<file path="src/rtl/mips_pkg.sv">
// Shared constants for the register-file write-back path.
//   RF_AW     : register address width
//   RF_DW     : register data width
//   REG_ZERO  : hard-wired zero register; writes to it are dropped
//   WB_*      : write-back requester indices on the arbiter
//   rr_next() : round-robin successor of an index modulo n
package mips_pkg;

  localparam int RF_AW = 5;
  localparam int RF_DW = 32;

  localparam logic [4:0] REG_ZERO = 5'd0;

  localparam int WB_ALU    = 0;
  localparam int WB_LOAD   = 1;
  localparam int WB_MULDIV = 2;

  function automatic int rr_next(input int idx, input int n);
    return (idx + 1 >= n) ? 0 : idx + 1;
  endfunction

endpackage

</file>
<file path="src/rtl/regfile_wb_arbiter_rr_arbiter.sv">
// Round-robin grant logic. Searches req starting at index ptr and wrapping
// modulo N; the first asserted request wins.
//   req   : request vector
//   ptr   : highest-priority index this cycle (0..N-1)
//   en    : when low, no grant is produced
//   grant : one-hot grant (all zero when nothing granted)
//   gidx  : index of the granted requester (0 when nothing granted)
module rr_arbiter #(
  parameter int N  = 3,
  localparam int PW = (N > 1) ? $clog2(N) : 1
) (
  input  logic [N-1:0]  req,
  input  logic [PW-1:0] ptr,
  input  logic          en,
  output logic [N-1:0]  grant,
  output logic [PW-1:0] gidx
);

  // Walk from the lowest priority (ptr+N-1) down to ptr so that the last
  // match found, which overwrites earlier ones, is the highest priority.
  always_comb begin
    grant = '0;
    gidx  = '0;
    if (en) begin
      for (int i = N - 1; i >= 0; i--) begin
        if (req[(int'(ptr) + i) % N]) begin
          grant                        = '0;
          grant[(int'(ptr) + i) % N]   = 1'b1;
          gidx                         = PW'((int'(ptr) + i) % N);
        end
      end
    end
  end

endmodule

</file>
<file path="src/rtl/regfile_wb_arbiter.sv">
// Write-back arbiter for the register file's single write port.
// Shares the port round-robin among NREQ sources, registers the winning
// write into a one-entry output stage, and forwards that in-flight write to
// both combinational read ports.
//   clk, rst                 : clock, async active-high reset
//   req_valid/req_ready      : per-requester handshake (ready is one-hot)
//   req_waddr/req_wdata      : packed per-requester address/data
//   wb_hold                  : blocks all grants while high
//   rf_we/rf_waddr/rf_wdata  : registered write to the register file
//   raddr1/2, rf_rdata1/2    : read addresses and raw register-file data
//   rdata1/2                 : read data with in-flight write forwarded
module regfile_wb_arbiter
  import mips_pkg::*;
#(
  parameter int NREQ = 3,
  parameter int DW   = RF_DW,
  parameter int AW   = RF_AW
) (
  input  logic              clk,
  input  logic              rst,
  input  logic [NREQ-1:0]   req_valid,
  output logic [NREQ-1:0]   req_ready,
  input  logic [NREQ*AW-1:0] req_waddr,
  input  logic [NREQ*DW-1:0] req_wdata,
  input  logic              wb_hold,
  output logic              rf_we,
  output logic [AW-1:0]     rf_waddr,
  output logic [DW-1:0]     rf_wdata,
  input  logic [AW-1:0]     raddr1,
  input  logic [AW-1:0]     raddr2,
  input  logic [DW-1:0]     rf_rdata1,
  input  logic [DW-1:0]     rf_rdata2,
  output logic [DW-1:0]     rdata1,
  output logic [DW-1:0]     rdata2
);

  localparam int PW = (NREQ > 1) ? $clog2(NREQ) : 1;

  logic [PW-1:0]   ptr_q, ptr_d;
  logic [NREQ-1:0] grant;
  logic [PW-1:0]   gidx;
  logic            accept;
  logic [AW-1:0]   sel_addr;
  logic [DW-1:0]   sel_data;

  logic            rf_we_q, rf_we_d;
  logic [AW-1:0]   rf_waddr_q, rf_waddr_d;
  logic [DW-1:0]   rf_wdata_q, rf_wdata_d;

  // Reset also gates grants so no requester sees ready during reset.
  rr_arbiter #(.N(NREQ)) u_rr (
    .req   (req_valid),
    .ptr   (ptr_q),
    .en    (~wb_hold & ~rst),
    .grant (grant),
    .gidx  (gidx)
  );

  assign req_ready = grant;
  assign accept    = |grant;

  always_comb begin
    sel_addr = '0;
    sel_data = '0;
    for (int i = 0; i < NREQ; i++) begin
      if (grant[i]) begin
        sel_addr = req_waddr[i*AW +: AW];
        sel_data = req_wdata[i*DW +: DW];
      end
    end
  end

  // r0 writes are still handshaked so the source retires, but never
  // reach the register file.
  always_comb begin
    ptr_d      = ptr_q;
    rf_we_d    = 1'b0;
    rf_waddr_d = rf_waddr_q;
    rf_wdata_d = rf_wdata_q;
    if (accept) begin
      ptr_d      = PW'(rr_next(int'(gidx), NREQ));
      rf_we_d    = (sel_addr != AW'(REG_ZERO));
      rf_waddr_d = sel_addr;
      rf_wdata_d = sel_data;
    end
  end

  always_ff @(posedge clk or posedge rst) begin
    if (rst) begin
      ptr_q      <= '0;
      rf_we_q    <= 1'b0;
      rf_waddr_q <= '0;
      rf_wdata_q <= '0;
    end else begin
      ptr_q      <= ptr_d;
      rf_we_q    <= rf_we_d;
      rf_waddr_q <= rf_waddr_d;
      rf_wdata_q <= rf_wdata_d;
    end
  end

  assign rf_we    = rf_we_q;
  assign rf_waddr = rf_waddr_q;
  assign rf_wdata = rf_wdata_q;

  // rf_we is already zero for r0, the explicit check keeps the mux safe
  // if the output stage ever carries an r0 address with we set.
  assign rdata1 = (rf_we_q && rf_waddr_q == raddr1 && raddr1 != AW'(REG_ZERO))
                  ? rf_wdata_q : rf_rdata1;
  assign rdata2 = (rf_we_q && rf_waddr_q == raddr2 && raddr2 != AW'(REG_ZERO))
                  ? rf_wdata_q : rf_rdata2;

endmodule

</file>
<file path="config.mk">
export PLATFORM = sky130hd
export DESIGN_NAME = regfile_wb_arbiter
export DESIGN_NICKNAME = d
export VERILOG_FILES = /design/src/rtl/mips_pkg.sv /design/src/rtl/regfile_wb_arbiter_rr_arbiter.sv /design/src/rtl/regfile_wb_arbiter.sv
export SDC_FILE = /design/constraint.sdc
export NUM_CORES = 1
export LEC_CHECK = 0
export ABC_CLOCK_PERIOD_IN_PS = 2450
export BUFFER_PORTS_ARGS = -buffer_cell sky130_fd_sc_hd__buf_2
export CAP_MARGIN = 20
export CORE_AREA = 2 2 116 118
export CTS_CLUSTER_SIZE = 24
export DETAILED_ROUTE_END_ITERATION = 8
export DIE_AREA = 0 0 118 120
export PLACE_DENSITY_LB_ADDON = 0.08
export SETUP_SLACK_MARGIN = 0.5
export SYNTH_ARGS = -nofsm -noshare
export SYNTH_HDL_FRONTEND = slang
export SYNTH_SLANG_ARGS = --single-unit
</file>
<file path="constraint.sdc">
create_clock -name clk -period 2.45 [get_ports clk]
set_clock_uncertainty 0.1 [all_clocks]
set_input_delay 0.245 -clock clk [delete_from_list [all_inputs] [get_ports clk]]
set_output_delay 0.245 -clock clk [all_outputs]
set_load 0.05 [all_outputs]
</file>
# == After elaboration in Yosys (flattened, before gate mapping) ==
# Cells that the tools add are included.
# totals
regBits,40
inputBits,191
out_inout_bits,105
elab_cells,66
# classes
n_addsub,3
div_mod_pow,3
order_cmp,7
eq_ne,2
mux,33
bitwise_logic,3
reduce_logical,11
# ops
op,count
32-bit two-way mux,5
32-bit by 1-bit >= comparator with 1-bit output (second input constant),3
32-bit by 4-bit less-than comparator with 1-bit output (second input constant),3
32-bit by 3-bit modulo with 32-bit output (second input constant),2
3-bit by 3-bit modulo with 32-bit output (second input constant),1
5-bit two-way mux,3
5-bit nonzero test,3
3-bit two-way mux,4
5-bit equality test,2
1-bit two-way mux,10
2-bit two-way mux,5
1-bit logical AND,7
2-bit by 1-bit adder with 3-bit output (second input constant),2
1-bit binary-select mux with 2-bit select,3
1-bit demux with 2-bit select,3
2-bit by 2-bit adder with 3-bit output (second input constant),1
3-bit by 2-bit >= comparator with 1-bit output (second input constant),1
3-bit OR reduction,1
1-bit inverter,2
1-bit AND,1

# == Longest topological paths before layout ==
# depth
ltp_word,15
depth_mapped,11
depth_no_buf,10

# == By module ==
# Synthesis repeated with hierarchy kept, for this count alone.
# unflattened
cells_unflattened,309
area_unflattened_um2,3153.0
# by_module_without_submodules
module,n_inst,cells_per_inst,area_per_inst_um2,seq_area_each_um2
regfile_wb_arbiter,1,280,2942.8,1001.0
rr_arbiter,1,29,210.2,0.0

# == Worst setup path before layout ==
# No wires, ideal clock.
# synth_timing
kind,flip-flop to output port
start,"register rf_waddr_q[0], in the netlist rf_waddr[0]"
end,output port rdata1[5]
arrival_time_ps,2346
required_ps,2105
setup_slack_ps,-241
path_stages_with_launch,9
path_buffers,2
cell_sequence,dfrtp_1 > nor4_1 > nor3_1 > a21oi_1 > nor4_1 > and3_1 > clkbuf_1 > buf_2 > mux2_1
# synth_between
elab_chain_cells,4
# synth_lines
element,line,rtl
start: declaration,regfile_wb_arbiter.sv:47,"logic [AW-1:0] rf_waddr_q, rf_waddr_d;"
start signal: assignment,regfile_wb_arbiter.sv:97,rf_waddr_q <= rf_waddr_d;
5-bit equality test,regfile_wb_arbiter.sv:108,assign rdata1 = (rf_we_q && rf_waddr_q == raddr1 && raddr1 != AW'(REG_ZERO))
1-bit logical AND (2 in a row),regfile_wb_arbiter.sv:108,
32-bit two-way mux,regfile_wb_arbiter.sv:109,? rf_wdata_q : rf_rdata1;
end: declaration,regfile_wb_arbiter.sv:33,"output logic [DW-1:0] rdata1,"
# Every way passes these cells.

# == Final worst setup path ==
# layout_timing
start,register ptr_q[1]
end,output port req_ready[0]
# layout_between
elab_chain_cells,10
elab_cells_between_ends,33
cone_classes,add/sub (2); div (3); order compare (6); mux (19); reduce/logical (3)
# layout_lines
element,line,rtl
start: declaration,regfile_wb_arbiter.sv:39,"logic [PW-1:0] ptr_q, ptr_d;"
start signal: assignment,regfile_wb_arbiter.sv:95,ptr_q <= ptr_d;
2-bit by 2-bit adder with 3-bit output,"regfile_wb_arbiter_rr_arbiter.sv:26, regfile_wb_arbiter_rr_arbiter.sv:28",
32-bit by 3-bit modulo with 32-bit output,"regfile_wb_arbiter_rr_arbiter.sv:26, regfile_wb_arbiter_rr_arbiter.sv:28",
32-bit by 1-bit >= comparator with 1-bit output (not written as such) / 32-bit by 4-bit less-than comparator with 1-bit output (equally long branches),regfile_wb_arbiter_rr_arbiter.sv:28,grant[(int'(ptr) + i) % N] = 1'b1;
1-bit logical AND (not written as such),regfile_wb_arbiter_rr_arbiter.sv:28,
1-bit two-way mux (not written as such),regfile_wb_arbiter_rr_arbiter.sv:28,
1-bit demux with 2-bit select,n/a,
3-bit two-way mux (2 in a row),regfile_wb_arbiter_rr_arbiter.sv:26,if (req[(int'(ptr) + i) % N]) begin
3-bit two-way mux (*),regfile_wb_arbiter_rr_arbiter.sv:26,
3-bit two-way mux (*),regfile_wb_arbiter_rr_arbiter.sv:24,if (en) begin
end: declaration,regfile_wb_arbiter.sv:22,"output logic [NREQ-1:0] req_ready,"
# Every way passes the cells marked *; elsewhere a longest branch is shown, timed or not. The select of a mux whose other input is x is not followed.

==> summary by stage <==
Status
The run finished, with violations left. The checks that failed: setup timing.

Detailed routing
The post-detailed-route DRC marker count is 0. Dividing the detail-routed wire length by the instance count gives 17.14 um. Summing over every cut layer, the via total after detailed routing is 4306.

The routed via count divided by cell count is 4.665. The final wirelength is 15.82 mm. The count of nets left with antenna violations once routing finished came out at 0. For this block, the initial DRC count from the detailed router was around 150.

The first-pass iteration count of the detailed router is 4.

Yosys
The synthesized instance count is 387. By instance count, the leading cell after synthesis is mux2_2. In this run the biggest area consumer among cell types represents between 20% and 30% of the synthesized area. By area the synthesized netlist is led by dfrtp_1 (28%), mux2_2 (20%), mux2i_1 (10%), nand2_1 (4.5%), a21oi_1 (4.3%). The commonest cells after synthesis are mux2_2 (64), nand2_1 (43), dfrtp_1 (40). The async set-or-reset flop fraction in the synthesized netlist is 100.0%.

During synthesis, Yosys emitted a total of 0 warnings. A synthesized cell averages about 9.3 sq um. The number of distinct library cells after synthesis is between 50 and 60. The post-synthesis instance area is approximately 3600 sq um. The sequential share of the synthesized area is 27.95%. Synthesis inferred 40 register bits. The number of nets in the synthesized netlist is 582. For this run, the leading register cell type out of synthesis is dfrtp_1.

The number of synthesized flops with an enable pin is 0. The synthesized design spends more area on one cell type than any other, namely dfrtp_1.

Clocking
The clock tree synthesis step divided the H-tree into 2 levels. The later pin in the worst-skew pair is clocked with a latency of 0.27 ns. CTS saw 40 sinks. The number of buffers on the longest clock path is 2. The TritonCTS buffer count is 5. TritonCTS built the clock tree. The clock-pin transition on the worst setup and hold timing paths is 0.06 ns.

The buffer cell driving the clock tree root is clkbuf_16. After clock tree synthesis, the flow added hold-fix buffers numbering 0.

Setup path
The required time of the critical path is 2.11 ns. The worst setup path is launched from a register. The largest driver fanout on the critical path is 4. Measured in cells, the most critical reg-to-reg path has a length of 12. Setup slack on the worst reg-to-reg path comes out at -0.15 ns. The type of the worst setup path is reg2out. The launch point of the worst path is ptr_q[1]$_DFFE_PP0P_. Data arrives at the worst endpoint at ~2.3 ns. The endpoint identified for the worst register-to-register timing path is ptr_q[1]$_DFFE_PP0P_. The startpoint of the lowest-slack register-to-register path is ptr_q[0]$_DFFE_PP0P_. In this run the worst setup path terminates at req_ready[0]. The type of destination of the critical path is an output pin.

STA
The worst-margin pin slew is 0.9651 ns. The count of pins over their slew limit is 0. The time the final worst path needs with I/O delays and setup is 2.632 ns. Setup repair after global routing could not meet its margin everywhere. The final count of hold timing violations was 0. The tightest slew margin relative to the limit is 35.56%. In the final timing run, aggregate negative setup slack is -8.365 ns. The share of the clock period used by the worst path is 107.4%. In the post-route analysis, the smallest setup slack over all paths is -0.1824 ns. The final setup violation count is 96. The timing-limited maximum frequency is about 380 MHz.

GRT
Global routing consumed, over all layers together, about 20% of the routing resources. Summed over all layers, the global routing overflow is 0. The number of antenna violations at the first check in global routing came to 0.

The first global-routing pass estimated 22.59 mm of wire. The via count of the first global-routing pass is around 4200. Entering global routing, the biggest net connects between 40 and 50 pins.

Floorplan
The area of the die is roughly 14000 sq um. The initial utilization of the core area, before any placement, comes to 27.59%. The floorplan step set the die height to 120 um.

The width of the die is approximately 120 um. In this run the core area contains 42 standard-cell rows. The area of the core is 12980 sq um. The number of ports placed on the die boundary is approximately 300.

Power
In this run the power density over the cells is 1031 nW/um^2. In this run the static leakage power is 3.596 nW. The worst-case IR drop observed on VDD is 0.0004433 V. The design draws ~7.5 mW.

Min path
In this run the most critical hold path is launched from req_wdata[72]. The type of the tightest min-delay check is in2reg.

Place
The routability-driven placement congestion ratio is 0.8636. The count of port buffers added during placement is 295. Timing analysis after detailed placement gives a worst setup slack of -0.02854 ns.

The detailed placement HPWL is 11.20 mm.

Cells and area
The relative area change from synthesis to final layout is 103.5%. The count of antenna diodes in the layout is 0. At the end of the flow, the number of nets in the layout was 942. Of the cells placed in the final design, the portion with a size suffix greater than 1 is about 69%.

Fill cells in the final layout number between 1000 and 1500.

Flow run
The number of violations of the max-capacitance limit is 0.
==> logic make-up after synthesis <==
logic type	after synthesis	synth area share (%)
and+or+nand+nor	102	12.96
DFF	40	27.95
buffers and inverters	38	6.255
AOI/OAI and AO/OA	91	18.06
muxes	103	31.10
adders and majority gates	5	1.712
xor gates and xnor gates	8	1.957
==> where the power goes <==
part / internal, mW / total [mW] / switching, mW
Sequential: 0.998 / 1.41 / 0.413
Clock: 0.371 / 0.639 / 0.268
Combinational: 2.40 / 5.47 / 3.07
Total: 3.77 / 7.52 / 3.75
==> state kept, by name, indices dropped and copies added, names as in the netlist <==
| name | cells |
|---|---|
| rf_wdata | 32 |
| rf_we | 1 |
| rf_waddr | 5 |
| ptr_q | 2 |
==> cells in the final DEF, fill, tap and decap left out, types with 24 or more instances in the layout <==
| cell | count |
|---|---|
| a21oi_1 | 25 |
| buf_2 | 228 |
| buf_4 | 32 |
| buf_6 | 88 |
| dfrtp_1 | 34 |
| mux2_4 | 65 |
| mux2i_1 | 34 |
| nand2_1 | 39 |
| nor2_1 | 37 |
| o21ai_1 | 24 |
==> layout make-up <==
class / count / area, sq um / area share (%)
multi-input combinational: 309 / 2783 / 38.18
clock inverter: 1 / 5.005 / 0.06867
tap: 176 / 220.2 / 3.021
inverter: 6 / 25.02 / 0.3433
timing repair buffer: 385 / 3118 / 42.78
clock buffer: 6 / 128.9 / 1.768
sequential: 40 / 1008 / 13.84
==> stage by stage <==
step	hold WS, ns	util, %	cells	area [sq um]
after global placement	0.3531	44.00	860	5712
final	0.06885	56.15	923	7288
after CTS	0.06542	52.74	899	6845
after global routing	0.07751	56.15	923	7288
after detailed placement	0.3568	44.00	860	5712
after floorplan	0.2675	-	387	3968
==> metal layers <==
| metal | GRT usage, % | routed length (um) | share of wire (%) |
|---|---|---|---|
| met1 | 23.84 | 6453 | 41 |
| met2 | 38.01 | 8476 | 54 |
| met3 | 3.802 | 773 | 4.9 |
| met4 | 3.238 | 114 | 0.72 |
| met5 | 0 | 0 | 0 |
==> how the worst min path moves through the flow <==
stage                                    end  slack (ns)  depth (start not counted)
floorplan           rf_wdata[11]$_DFFE_PP0P_        0.27                          2
finish               rf_wdata[8]$_DFFE_PP0P_        0.07                          3
global placement    rf_wdata[15]$_DFFE_PP0P_        0.35                          3
global route         rf_wdata[5]$_DFFE_PP0P_        0.08                          3
CTS                 rf_wdata[23]$_DFFE_PP0P_        0.07                          3
detailed placement   rf_wdata[8]$_DFFE_PP0P_        0.36                          3
==> critical path, cell delays in order, from the launching register on <==
cell	delay, ns
dfrtp_2	0.44
ha_4	0.27
buf_6	0.12
maj3_2	0.31
a221oi_4	0.29
buf_12	0.15
buf_12	0.09
buf_6	0.09
buf_8	0.10
buf_8	0.14
==> repair_timing <==
action,4_1_cts,5_1_grt
pin swaps,21,27
resized for setup,184,37
cloned,6,4
buffers inserted,26,20
hold endpoints to repair,0,0
setup endpoints to repair,107,107
(Power assumes the default switching activity.)
